==> src/rtl/pipeline_hazard_ctrl.sv <==
// Hazard unit for a 5-stage MIPS-style pipeline: EX forwarding, load-use and HI/LO stalls, redirect flushes, event counters.
// Optional multi-cycle mult/div tracking is built only when HAZARD_MULDIV_EN is defined.
module pipeline_hazard_ctrl #(
  parameter int unsigned MULDIV_LAT = 8
) (
  input  logic        clk,
  input  logic        rst_n,
  input  logic [4:0]  RsD,
  input  logic [4:0]  RtD,
  input  logic [4:0]  RsE,
  input  logic [4:0]  RtE,
  input  logic [4:0]  WriteRegE,
  input  logic [4:0]  WriteRegM,
  input  logic [4:0]  WriteRegW,
  input  logic        RegWriteE,
  input  logic        RegWriteM,
  input  logic        RegWriteW,
  input  logic        MemtoRegE,
  input  logic        BranchTakenE,
  input  logic        JumpE,
  input  logic        JumpRegE,
  input  logic        MulDivStartE,
  input  logic        HiLoUseD,
  output logic        StallF,
  output logic        StallD,
  output logic        FlushD,
  output logic        FlushE,
  output logic [1:0]  ForwardAE,
  output logic [1:0]  ForwardBE,
  output logic        MulDivBusy,
  output logic        MulDivDone,
  output logic [15:0] StallCycles,
  output logic [15:0] FlushEvents
);

  logic w_lwstall;
  logic w_mdstall;
  logic w_redirect;
  logic w_stall;
  logic w_unused;

  // MEM result is younger than WB, so it wins when both target the same register.
  always_comb begin
    ForwardAE = 2'b00;
    ForwardBE = 2'b00;
    if (RegWriteM && (WriteRegM != 5'd0) && (WriteRegM == RsE))
      ForwardAE = 2'b10;
    else if (RegWriteW && (WriteRegW != 5'd0) && (WriteRegW == RsE))
      ForwardAE = 2'b01;
    if (RegWriteM && (WriteRegM != 5'd0) && (WriteRegM == RtE))
      ForwardBE = 2'b10;
    else if (RegWriteW && (WriteRegW != 5'd0) && (WriteRegW == RtE))
      ForwardBE = 2'b01;
  end

  assign w_lwstall  = MemtoRegE && (WriteRegE != 5'd0) &&
                      ((WriteRegE == RsD) || (WriteRegE == RtD));
  assign w_redirect = BranchTakenE | JumpE | JumpRegE;
  assign w_stall    = w_lwstall | w_mdstall;

  // A redirect kills the stalled ID instruction anyway, so fetch must not freeze.
  assign StallF = w_stall & ~w_redirect;
  assign StallD = w_stall & ~w_redirect;
  assign FlushD = w_redirect;
  assign FlushE = w_redirect | w_stall;

`ifdef HAZARD_MULDIV_EN
  typedef enum logic {S_IDLE = 1'b0, S_BUSY = 1'b1} state_t;

  localparam logic [7:0] LP_LOAD = 8'(MULDIV_LAT - 1);

  state_t     r_state;
  logic [7:0] r_count;

  // Redirects do not touch the FSM: the unit finishes whatever it started.
  always_ff @(posedge clk or negedge rst_n) begin
    if (!rst_n) begin
      r_state <= S_IDLE;
      r_count <= 8'd0;
    end else begin
      case (r_state)
        S_IDLE: begin
          if (MulDivStartE) begin
            r_state <= S_BUSY;
            r_count <= LP_LOAD;
          end
        end
        S_BUSY: begin
          if (r_count == 8'd0) r_state <= S_IDLE;
          else                 r_count <= r_count - 8'd1;
        end
        default: begin
          r_state <= S_IDLE;
          r_count <= 8'd0;
        end
      endcase
    end
  end

  assign MulDivBusy = (r_state == S_BUSY);
  assign MulDivDone = (r_state == S_BUSY) && (r_count == 8'd0);
  assign w_mdstall  = MulDivBusy & HiLoUseD;
  assign w_unused   = RegWriteE;
`else
  assign MulDivBusy = 1'b0;
  assign MulDivDone = 1'b0;
  assign w_mdstall  = 1'b0;
  assign w_unused   = ^{MulDivStartE, HiLoUseD, RegWriteE};
`endif

  logic [15:0] r_stall_cycles;
  logic [15:0] r_flush_events;

  always_ff @(posedge clk or negedge rst_n) begin
    if (!rst_n) begin
      r_stall_cycles <= 16'd0;
      r_flush_events <= 16'd0;
    end else begin
      if (StallD && (r_stall_cycles != 16'hFFFF))
        r_stall_cycles <= r_stall_cycles + 16'd1;
      if (w_redirect && (r_flush_events != 16'hFFFF))
        r_flush_events <= r_flush_events + 16'd1;
    end
  end

  assign StallCycles = r_stall_cycles;
  assign FlushEvents = r_flush_events;

endmodule

==> config.mk <==
export PLATFORM = sky130hd
export DESIGN_NAME = pipeline_hazard_ctrl
export DESIGN_NICKNAME = d
export VERILOG_FILES = /design/src/rtl/pipeline_hazard_ctrl.sv
export SDC_FILE = /design/constraint.sdc
export NUM_CORES = 1
export LEC_CHECK = 0
export BUFFER_PORTS_ARGS = -buffer_cell sky130_fd_sc_hd__buf_2
export CAP_MARGIN = 5
export CELL_PAD_IN_SITES_DETAIL_PLACEMENT = 0
export CELL_PAD_IN_SITES_GLOBAL_PLACEMENT = 1
export CORE_ASPECT_RATIO = 0.5
export CORE_UTILIZATION = 37
export DETAILED_ROUTE_END_ITERATION = 8
export GPL_TIMING_DRIVEN = 1
export PLACE_DENSITY_LB_ADDON = 0.1
export SLEW_MARGIN = 0
export SYNTH_ARGS = -nofsm -noshare
export SYNTH_HDL_FRONTEND = slang
export SYNTH_SLANG_ARGS = --single-unit
==> constraint.sdc <==
create_clock -name clk -period 5.77 [get_ports clk]
set_clock_uncertainty 0.15 [all_clocks]
set_input_delay 0.2885 -clock clk [delete_from_list [all_inputs] [get_ports clk]]
set_output_delay 0.2885 -clock clk [all_outputs]
set_load 0.05 [all_outputs]
==> results.cfg <==
[timing]
relSlewSlack = 0.506
hold_ws_ps = 298
period_share = 0.402
finalHoldViolCount = 0
max_freq_mhz = 431
fin_crit_ps = 2320
rsz0062_at_grt = false
setup-violations-final = 0
worstMarginPinSlew_ps = 740
maxSlewViolCount = 0
fin_setup_tns_ps = 0

[setup_path]
cp_num_buf_inv = 2
path_class = in2out
cp_data_required_time_ps = 5330
critPathMaxStageDelay_ps = 500
crit_fanout = 3
critPathLaunchType = primary input
crit_arrival_ps = 1880
worstSetupEndpointType = primary output
crit_path_cell_trace = buf_2, or4_1, o21ai_0, nor4_1, nor4_1, buf_2
cp_slowest_cell = or4_1
cp_top_family = simple AND/OR/NAND/NOR gates

[layout]
fin_util = 0.505
layout_commonest_cell = buf_2
antenna_cells = 0
final_layout_size_suffix_gt1_frac = 0.343
area_delta_synth_final_pct = 29.6
nets = 333
layout_common_cells = 82 x buf_2, 35 x xor2_1, 32 x dfrtp_1

[die]
start_util = 0.390
row_count = 18
core_area_mm2 = 0.00498
fp.dieH_um = 53.2
die_area_mm2 = 0.00556
io_pins = 88
die_w_um = 104

[pwr]
p_per_area_mw_per_mm2 = 297
leakage_nw = 1.23
ir_worst_vdd_uv = 291
p_total_mw = 0.748

[routing]
wl_per_cell_um = 12.7
drt-initial-drc-count = 97
first_pass_iters = 4
drc_errors = 0
vias = 1726
drtAntennaViolNets = 0
viasPerCell = 4.85
wl_um = 4520

[synth]
synthFlopType = dfrtp_1
syn_area_mm2 = 0.00194
synthDistinctLibCells = 34
ys_ff_latch = 32
synthCells = 198
yosysSeqAreaShare = 0.413
async_flop_share = 1.00
syn_avg_cell_area_um2 = 9.80
synth-edff-count = 0
synth_warnings = 0

[cts]
clockBufferDepth = 2
cts.sinks = 32
clk_pin_slew_worst_paths_ps = 70
numCtsBuffers = 5
cts_tree = yes
cts_htree_levels = 2
post-cts-setup-buffers = 0
root_buffer = clkbuf_8
clkLatencyLatePin_ps = 280

[global_routing]
grt_pass1_wl_um = 7060
grt_pass1_vias = 1534
antenna_found_initial = 0
overflow = 0
grtUsageTotal = 0.165
grt_max_degree = 33

[placed_design]
gp_congestion = 0.879
port_buffers = 82
dp_hpwl_um = 3480

[worst_hold_path]
hp-class = in2reg

[run]
maxCapViolations = 0

[run_status]
status = finished, final reports clean
-- stage by stage --
step / setup slack [ps] / cells / cell area, um2
global route: 3300 / 356 / 2510
CTS: 3450 / 356 / 2510
global placement: 3450 / 347 / 2410
floorplan: 2470 / 199 / 1940
finish: 3450 / 356 / 2510
detailed placement: 3450 / 347 / 2410
-- flip-flops by register name, summed over array words and instances (netlist names) --
name	flops
FlushEvents	16
StallCycles	16
-- final cells by class --
type                       instances  area [um2]
fill                             487        2460
multi-input combinational        160        1100
sequential                        32         801
timing repair buffer              83         420
clock buffer                       8        90.1
tap                               70        87.6
inverter                           3        11.3
-- where the power goes --
| part | total, mW | internal (mW) | switching (mW) |
|---|---|---|---|
| combinational | 0.274 | 0.0804 | 0.194 |
| clock | 0.178 | 0.0973 | 0.0807 |
| sequential | 0.296 | 0.257 | 0.0383 |
| total | 0.748 | 0.435 | 0.313 |
-- cell families after synthesis --
| logic type | Yosys count | share of synthesized area |
|---|---|---|
| simple gates | 89 | 0.249 |
| xor+xnor | 54 | 0.248 |
| flops | 32 | 0.413 |
| compound gates | 7 | 0.0226 |
| buf+inv | 7 | 0.0200 |
| mux | 6 | 0.0335 |
| fa+ha+maj | 2 | 0.0129 |
| other cells | 1 | 0.00193 |
-- metal layers --
| metal | wire length (um) | part of all wire | track usage | vias to the layer above |
|---|---|---|---|---|
| li1 | - | - | - | 863 |
| met2 | 1950 | 0.43 | 0.265 | 59 |
| met4 | 24 | 0.0053 | 0.0429 | 0 |
| met3 | 310 | 0.069 | 0.0468 | 5 |
| met1 | 2230 | 0.49 | 0.220 | 799 |
| met5 | 0 | 0 | 0 | - |
-- cell usage after synthesis (all sizes together) (2+ instances only) --
cell type | instances | area share
nand4 | 7 | 0.023
inv | 3 | 0.0058
and3 | 2 | 0.0064
o21ai | 3 | 0.0077
nand2 | 16 | 0.031
ha | 2 | 0.013
mux2 | 4 | 0.023
nor2 | 20 | 0.040
dfrtp | 32 | 0.41
xor2 | 35 | 0.16
nand3 | 13 | 0.034
xnor2 | 19 | 0.090
nor4b | 2 | 0.0090
and4 | 3 | 0.015
nor4 | 6 | 0.019
or4 | 5 | 0.019
buf | 4 | 0.014
or4b | 2 | 0.012
mux2i | 2 | 0.010
nor3 | 11 | 0.034
-- repair_timing --
action / in CTS / in global routing
gates resized for setup: 0 / 0
hold endpoints to repair: 32 / 0
hold buffers: 1 / 0
-- path summary, 6_finish.rpt --
path,startpoint,to,slack [ps],depth (start not counted)
worst min register to register,StallCycles[9],StallCycles[9],340,1
max in group asynchronous,rst_n,FlushEvents[2],4540,2
worst min-delay path,JumpRegE,StallCycles[12],300,5
worst max register to register,StallCycles[0],StallCycles[1],3580,6
min in group asynchronous,rst_n,StallCycles[12],450,2
worst max-delay path,WriteRegM[1],ForwardBE[0],3450,6
-- worst reg2reg max path: stages, from the launching register on --
cell     delay [ps]
dfrtp_1         430
ha_1            230
nand3_1         120
nor2_1          130
a311o_1         330
nor2_2          310
mux2_2          380
(Power assumes the default switching activity.)
